File: src/rtl/dual_helix_pkg.sv
// Shared APB request/response types and bus widths for the dual-helix slaves.
package dual_helix_pkg;

  localparam int DHS_ADDRW = 32;
  localparam int DHS_DATAW = 32;

  typedef struct packed {
    logic                   psel;
    logic                   penable;
    logic [DHS_ADDRW-1:0]   paddr;
    logic                   pwrite;
    logic [DHS_DATAW-1:0]   pwdata;
    logic [DHS_DATAW/8-1:0] pstrb;
  } dhs_apb_req_t;

  typedef struct packed {
    logic                 pready;
    logic [DHS_DATAW-1:0] prdata;
    logic                 pslverr;
  } dhs_apb_resp_t;

endpackage

File: src/rtl/apb_mem_slv_decode.sv
// Address decode for apb_mem_slv: maps a byte address onto a word index and
// flags misaligned or out-of-window addresses.
module apb_mem_slv_decode
  import dual_helix_pkg::*;
#(
  parameter logic [DHS_ADDRW-1:0] BASE      = 'h0,
  parameter int unsigned          NUM_WORDS = 16
) (
  input  logic [DHS_ADDRW-1:0]         paddr,
  output logic [$clog2(NUM_WORDS)-1:0] index,
  output logic                         err
);

  localparam int unsigned          IDXW = $clog2(NUM_WORDS);
  localparam logic [DHS_ADDRW-1:0] SPAN = DHS_ADDRW'(4 * NUM_WORDS);

  logic [DHS_ADDRW-1:0] offset;

  // The full-width offset is range-checked, so an address past the window
  // is rejected instead of wrapping onto a low word.
  assign offset = paddr - BASE;
  assign index  = offset[IDXW+1:2];
  assign err    = (paddr < BASE) || (offset >= SPAN) || (paddr[1:0] != 2'b00);

endmodule

File: src/rtl/apb_mem_slv.sv
// APB word-memory slave with byte strobes and error response.
// Define DHS_APB_SLV_WAIT_EN to insert WAIT_CYCLES wait states; otherwise zero-wait.
module apb_mem_slv
  import dual_helix_pkg::*;
#(
  parameter type                  req_t       = dual_helix_pkg::dhs_apb_req_t,
  parameter type                  resp_t      = dual_helix_pkg::dhs_apb_resp_t,
  parameter logic [DHS_ADDRW-1:0] BASE        = 'h0,
  parameter int unsigned          NUM_WORDS   = 16,
  parameter int unsigned          WAIT_CYCLES = 2
) (
  input  logic  clk_i,
  input  logic  rst_i,
  input  req_t  req_i,
  output resp_t resp_o
);

  localparam int unsigned IDXW   = $clog2(NUM_WORDS);
  localparam logic [0:0]  IDLE   = 1'b0;
  localparam logic [0:0]  ACCESS = 1'b1;

  logic [0:0]           state;
  logic [DHS_DATAW-1:0] mem [NUM_WORDS];
  logic [IDXW-1:0]      index;
  logic                 err;
  logic                 setup;
  logic                 ready;

  apb_mem_slv_decode #(
    .BASE      (BASE),
    .NUM_WORDS (NUM_WORDS)
  ) u_decode (
    .paddr (req_i.paddr),
    .index (index),
    .err   (err)
  );

  assign setup = req_i.psel && !req_i.penable;

`ifdef DHS_APB_SLV_WAIT_EN
  logic [3:0] cnt;

  assign ready = (state == ACCESS) && (cnt == 4'd0) && req_i.psel && req_i.penable;

  always_ff @(posedge clk_i) begin
    if (rst_i) begin
      cnt <= 4'd0;
    end else if (state == IDLE && setup) begin
      cnt <= 4'(WAIT_CYCLES);
    end else if (state == ACCESS && req_i.psel && req_i.penable && cnt != 4'd0) begin
      cnt <= cnt - 4'd1;
    end
  end
`else
  assign ready = (state == ACCESS) && req_i.psel && req_i.penable;
`endif

  // Penable without a preceding setup is ignored; dropping psel mid-access aborts.
  always_ff @(posedge clk_i) begin
    if (rst_i) begin
      state <= IDLE;
    end else begin
      case (state)
        IDLE:    if (setup) state <= ACCESS;
        ACCESS:  if (!req_i.psel || ready) state <= IDLE;
        default: state <= IDLE;
      endcase
    end
  end

  always_ff @(posedge clk_i) begin
    if (rst_i) begin
      for (int w = 0; w < NUM_WORDS; w++) begin
        mem[w] <= '0;
      end
    end else if (ready && req_i.pwrite && !err) begin
      for (int b = 0; b < DHS_DATAW/8; b++) begin
        if (req_i.pstrb[b]) begin
          mem[index][8*b +: 8] <= req_i.pwdata[8*b +: 8];
        end
      end
    end
  end

  // Response is forced quiet during reset even if the FSM has not cleared yet.
  always_comb begin
    resp_o = '0;
    if (ready && !rst_i) begin
      resp_o.pready  = 1'b1;
      resp_o.pslverr = err;
      if (!req_i.pwrite && !err) begin
        resp_o.prdata = mem[index];
      end
    end
  end

endmodule

File: config.mk
export PLATFORM = sky130hd
export DESIGN_NAME = apb_mem_slv
export DESIGN_NICKNAME = d
export VERILOG_FILES = /design/src/rtl/dual_helix_pkg.sv /design/src/rtl/apb_mem_slv_decode.sv /design/src/rtl/apb_mem_slv.sv
export SDC_FILE = /design/constraint.sdc
export NUM_CORES = 1
export LEC_CHECK = 0
export CAP_MARGIN = 10
export CORE_ASPECT_RATIO = 0.5
export CORE_MARGIN = 2
export CORE_UTILIZATION = 40
export DETAILED_ROUTE_END_ITERATION = 10
export GPL_TIMING_DRIVEN = 0
export HOLD_SLACK_MARGIN = 0.08
export PLACE_DENSITY_LB_ADDON = 0.3
export SYNTH_ARGS = -nofsm -noshare
export SYNTH_HDL_FRONTEND = slang
export SYNTH_SLANG_ARGS = --single-unit
File: constraint.sdc
create_clock -name clk_i -period 6.65 [get_ports clk_i]
set_clock_uncertainty 0.2 [all_clocks]
set_input_delay 0.665 -clock clk_i [delete_from_list [all_inputs] [get_ports clk_i]]
set_output_delay 0.665 -clock clk_i [all_outputs]
set_load 0.1 [all_outputs]
==> results of run 1 <==
per-layer routing:
metal / up-vias / track usage / part of all wire
li1: 6479 / - / -
met1: 7924 / 0.3257 / 0.39
met2: 952 / 0.3888 / 0.47
met3: 172 / 0.04833 / 0.11
met4: 2 / 0.08845 / 0.040
met5: - / 0 / 0.00040
cells in the final DEF, fill, tap and decap left out, types with 2 or more instances in the layout:
cell type	instances
nor4_4	4
buf_1	19
nand3_1	70
nand2_1	2
clkbuf_16	47
nand2b_1	4
inv_6	3
buf_2	20
edfxtp_1	512
a21oi_1	33
nor4_1	4
clkbuf_1	105
a21o_1	64
and4_1	5
or4_4	3
or3_1	3
clkinv_1	16
clkdlybuf4s50_1	104
nor3_1	4
mux4_2	128
and2_1	5
a22oi_1	64
buf_4	11
buf_6	5
nand3_2	59
nor2b_1	4
nor2_1	525
stage by stage:
stage / setup WS [ps] / power, mW / utilization / cells
after floorplan: 2130 / 3.942 / - / 1647
after CTS: 1099 / 6.564 / 0.4638 / 2600
final: 1097 / 6.568 / 0.4638 / 2600
after global routing: 1030 / 6.717 / 0.4638 / 2600
after detailed placement: 1110 / 4.146 / 0.4408 / 2519
after global placement: 1114 / 4.139 / 0.4408 / 2519
layout make-up:
cell class / instances / area (sq um) / area share
flip-flops and latches: 513 / 15390 / 0.5774
plain buffers: 147 / 655.6 / 0.02459
inverters: 1 / 3.754 / 0.0001408
clock buffers: 60 / 1225 / 0.04594
repair buffers: 104 / 1041 / 0.03905
clock inverters: 21 / 98.84 / 0.003708
multi-input cells: 986 / 7281 / 0.2731
well taps: 768 / 960.9 / 0.03604
cell usage after synthesis:
cell type	n	area [sq um]
clkbuf_1	92	345.3
and2_1	5	31.28
a21o_1	64	480.5
mux4_2	128	2883
edfxtp_1	512	15370
or4_4	3	33.78
nand4b_1	1	8.760
nor2_1	525	1971
a22oi_1	64	480.5
buf_1	19	71.32
nand4_1	1	6.260
nand2b_1	4	25.02
a21oi_1	33	165.2
nand2_1	2	7.510
inv_1	1	3.750
or3_1	3	18.77
nor4_1	4	25.02
buf_2	20	100.1
dfxtp_1	1	20.02
nor3_4	1	16.27
nand3_1	70	350.3
nand3_2	59	590.6
nor3_1	4	20.02
or2_2	1	6.260
nor2b_1	4	25.02
and4_1	5	43.79
buf_6	5	56.30
buf_4	11	82.58
or4_1	1	7.510
nor4_4	4	85.08
report_power, final:
| group | leakage [nW] | internal [mW] | switching [mW] |
|---|---|---|---|
| combinational | 2.42 | 0.158 | 0.277 |
| clock | 0.637 | 1.30 | 1.19 |
| sequential | 5.51 | 3.62 | 0.0206 |
how the worst max path moves through the flow:
stage	startpoint	endpoint	slack, ps
after detailed placement	req_i[55]	resp_o[32]	1110
after global routing	req_i[55]	resp_o[26]	1030
after global placement	req_i[55]	resp_o[32]	1110
after CTS	req_i[55]	resp_o[32]	1100
final	req_i[55]	resp_o[24]	1100
after floorplan	req_i[70]	resp_o[10]	2130
flip-flops by register name (all words and copies together), names as in the netlist:
register / flops
mem: 512
state: 1
cell families after synthesis:
kind of cell           count (synthesis)  synth area share
buffers and inverters                148           0.02826
AOI/OAI and AO/OA                    161           0.04826
DFF                                  513            0.6597
muxes                                128            0.1235
and+or+nand+nor                      697            0.1402
==> reports/qor.yml, run 1 <==
run_status:
  status: "completed"
power_and_ir_drop:
  power_density_nw_per_um2: 246.4
  ir_worst_vdd_uv: 172.9
  p_leak_nw: 8.560
timing:
  finalHoldViolCount: 0
  relSlewSlack: 0.2311
  tightest_slew_ps: 1153
  rsz0062_at_grt: "false"
  setup_viol: 0
  finalSetupTns_ps: 0
  holdWs_ps: 459.3
  period_needed_ps: 5553
  fin_crit_sh: 0.8350
  finalMaxSlewViolations: 0
  max_freq_mhz: 180.1
worst_setup_path:
  critPathMaxStageDelay_ps: 1200
  worstSetupEndpointType: "primary output"
  crit_path_start_kind: "input port"
  crit_arrival_ps: 4690
  cp_slowest_cell: "clkdlybuf4s50_1"
  crit_chain: "clkdlybuf4s50_1 -> or4_4 -> nor3_4 -> nand4b_1 -> clkbuf_1 -> a21oi_1 -> clkdlybuf4s50_1"
  worstSetupPathType: "in -> out"
  rrSetupSlack_ps: 3820
  r2r_cells: 5
  cp_top_family: "buffers and inverters"
  worst-path-max-fanout: 10
  cp.depth: 7
  r2r_end: "mem[6][6]$_SDFFCE_PN0P_"
  reg2reg_from: "state$_SDFF_PP0_"
  worst-path-buf-inv: 3
  crit_top_cell: "clkdlybuf4s50_1"
  required_ps: 5780
logic_synthesis:
  ys_warn_count: 0
  syn_inst: 1647
  syn-num-nets: 1720
  synth-seq-cells: 513
  ys_seq_area_frac: 0.6597
  synth_cell_types: 30
  syn_area_per_cell_sq_um: 14.17
  synth.cell_area_sq_um: 23330
layout:
  num_antenna_cells: 0
  fin_nets: 1873
  fillers: 5090
  area.growth.synth_to_final_pct: 14.25
  drive_gt1_frac: 0.1550
  fin_area_sq_um: 26660
floorplan:
  rows: 62
  core_sq_um: 57480
  fp.dieW_microns: 345.6
  pin_count: 107
  dieArea_sq_um: 60400
  die_y_microns: 174.8
  initial_utilization: 0.4059
drt:
  drt-wirelength-per-cell_microns: 28.08
  drt_iter0_markers: 2251
  via_per_inst: 5.973
  num_vias: 15530
  postRouteAntennaNets: 0
  firstDrtPassIters: 5
  routed_wirelength_microns: 73010
  drc: 0
worst_hold_path:
  min_path_cells: 2
  worst_hold_path.endpoint: "state$_SDFF_PP0_"
  min_path_type: "in -> reg"
  min_from: "req_i[69]"
clock_network:
  cts.htree.levels: 2
  clock_sinks: 513
  postCtsSetupBuffers: 0
  clk_path_buf_depth: 3
  root_buffer: "clkbuf_16"
  worstSkewPairLatency_ps: 570
  cts_resized: 0
  cts_buffers: 47
  clk_pin_slew_ps: 60
  cts_tree: "built"
  hold_buffers: 0
run:
  cap_violations: 0
placement:
  io_buffers: 104
  dpl-instance-area_sq_um: 25340
  gp_congestion: 0.9677
  place_hpwl_microns: 52370
grt:
  grt_pass1_vias: 15640
  grt_overflow_total: 0
  grtUsageTotal: 0.2408
  grt_pass1_wl_microns: 104700
  antenna_found_initial: 0
  grt_max_degree: 15
Power figures use the tool's default switching activity.
==> run 2, diff against run 1 <==
- clock period: 6.65 -> 5.5 ns (I/O delays scaled with it)
==> results of run 2 <==
The final DEF is identical to that of run 1. Status: completed.
Among the figures that moved: setup slack after placement 1110 ps -> 190.2 ps; setup slack after layout 1097 ps -> 177.4 ps; hold slack 459.3 ps -> 344.3 ps; register-to-register setup slack 3820 ps -> 2670 ps; total power 6.568 mW -> 7.942 mW; worst IR drop on VDD 172.9 uV -> 209.0 uV
==> run 3, diff against run 2 <==
- clock period: 5.5 -> 6.4 ns (I/O delays scaled with it)
==> results of run 3 <==
The final DEF is identical to that of run 1. Status: completed.
Among the figures that moved: setup slack after placement 1110 ps -> 910.2 ps; setup slack after layout 1097 ps -> 897.4 ps; hold slack 459.3 ps -> 434.3 ps; register-to-register setup slack 3820 ps -> 3570 ps; total power 6.568 mW -> 6.825 mW; worst IR drop on VDD 172.9 uV -> 179.6 uV
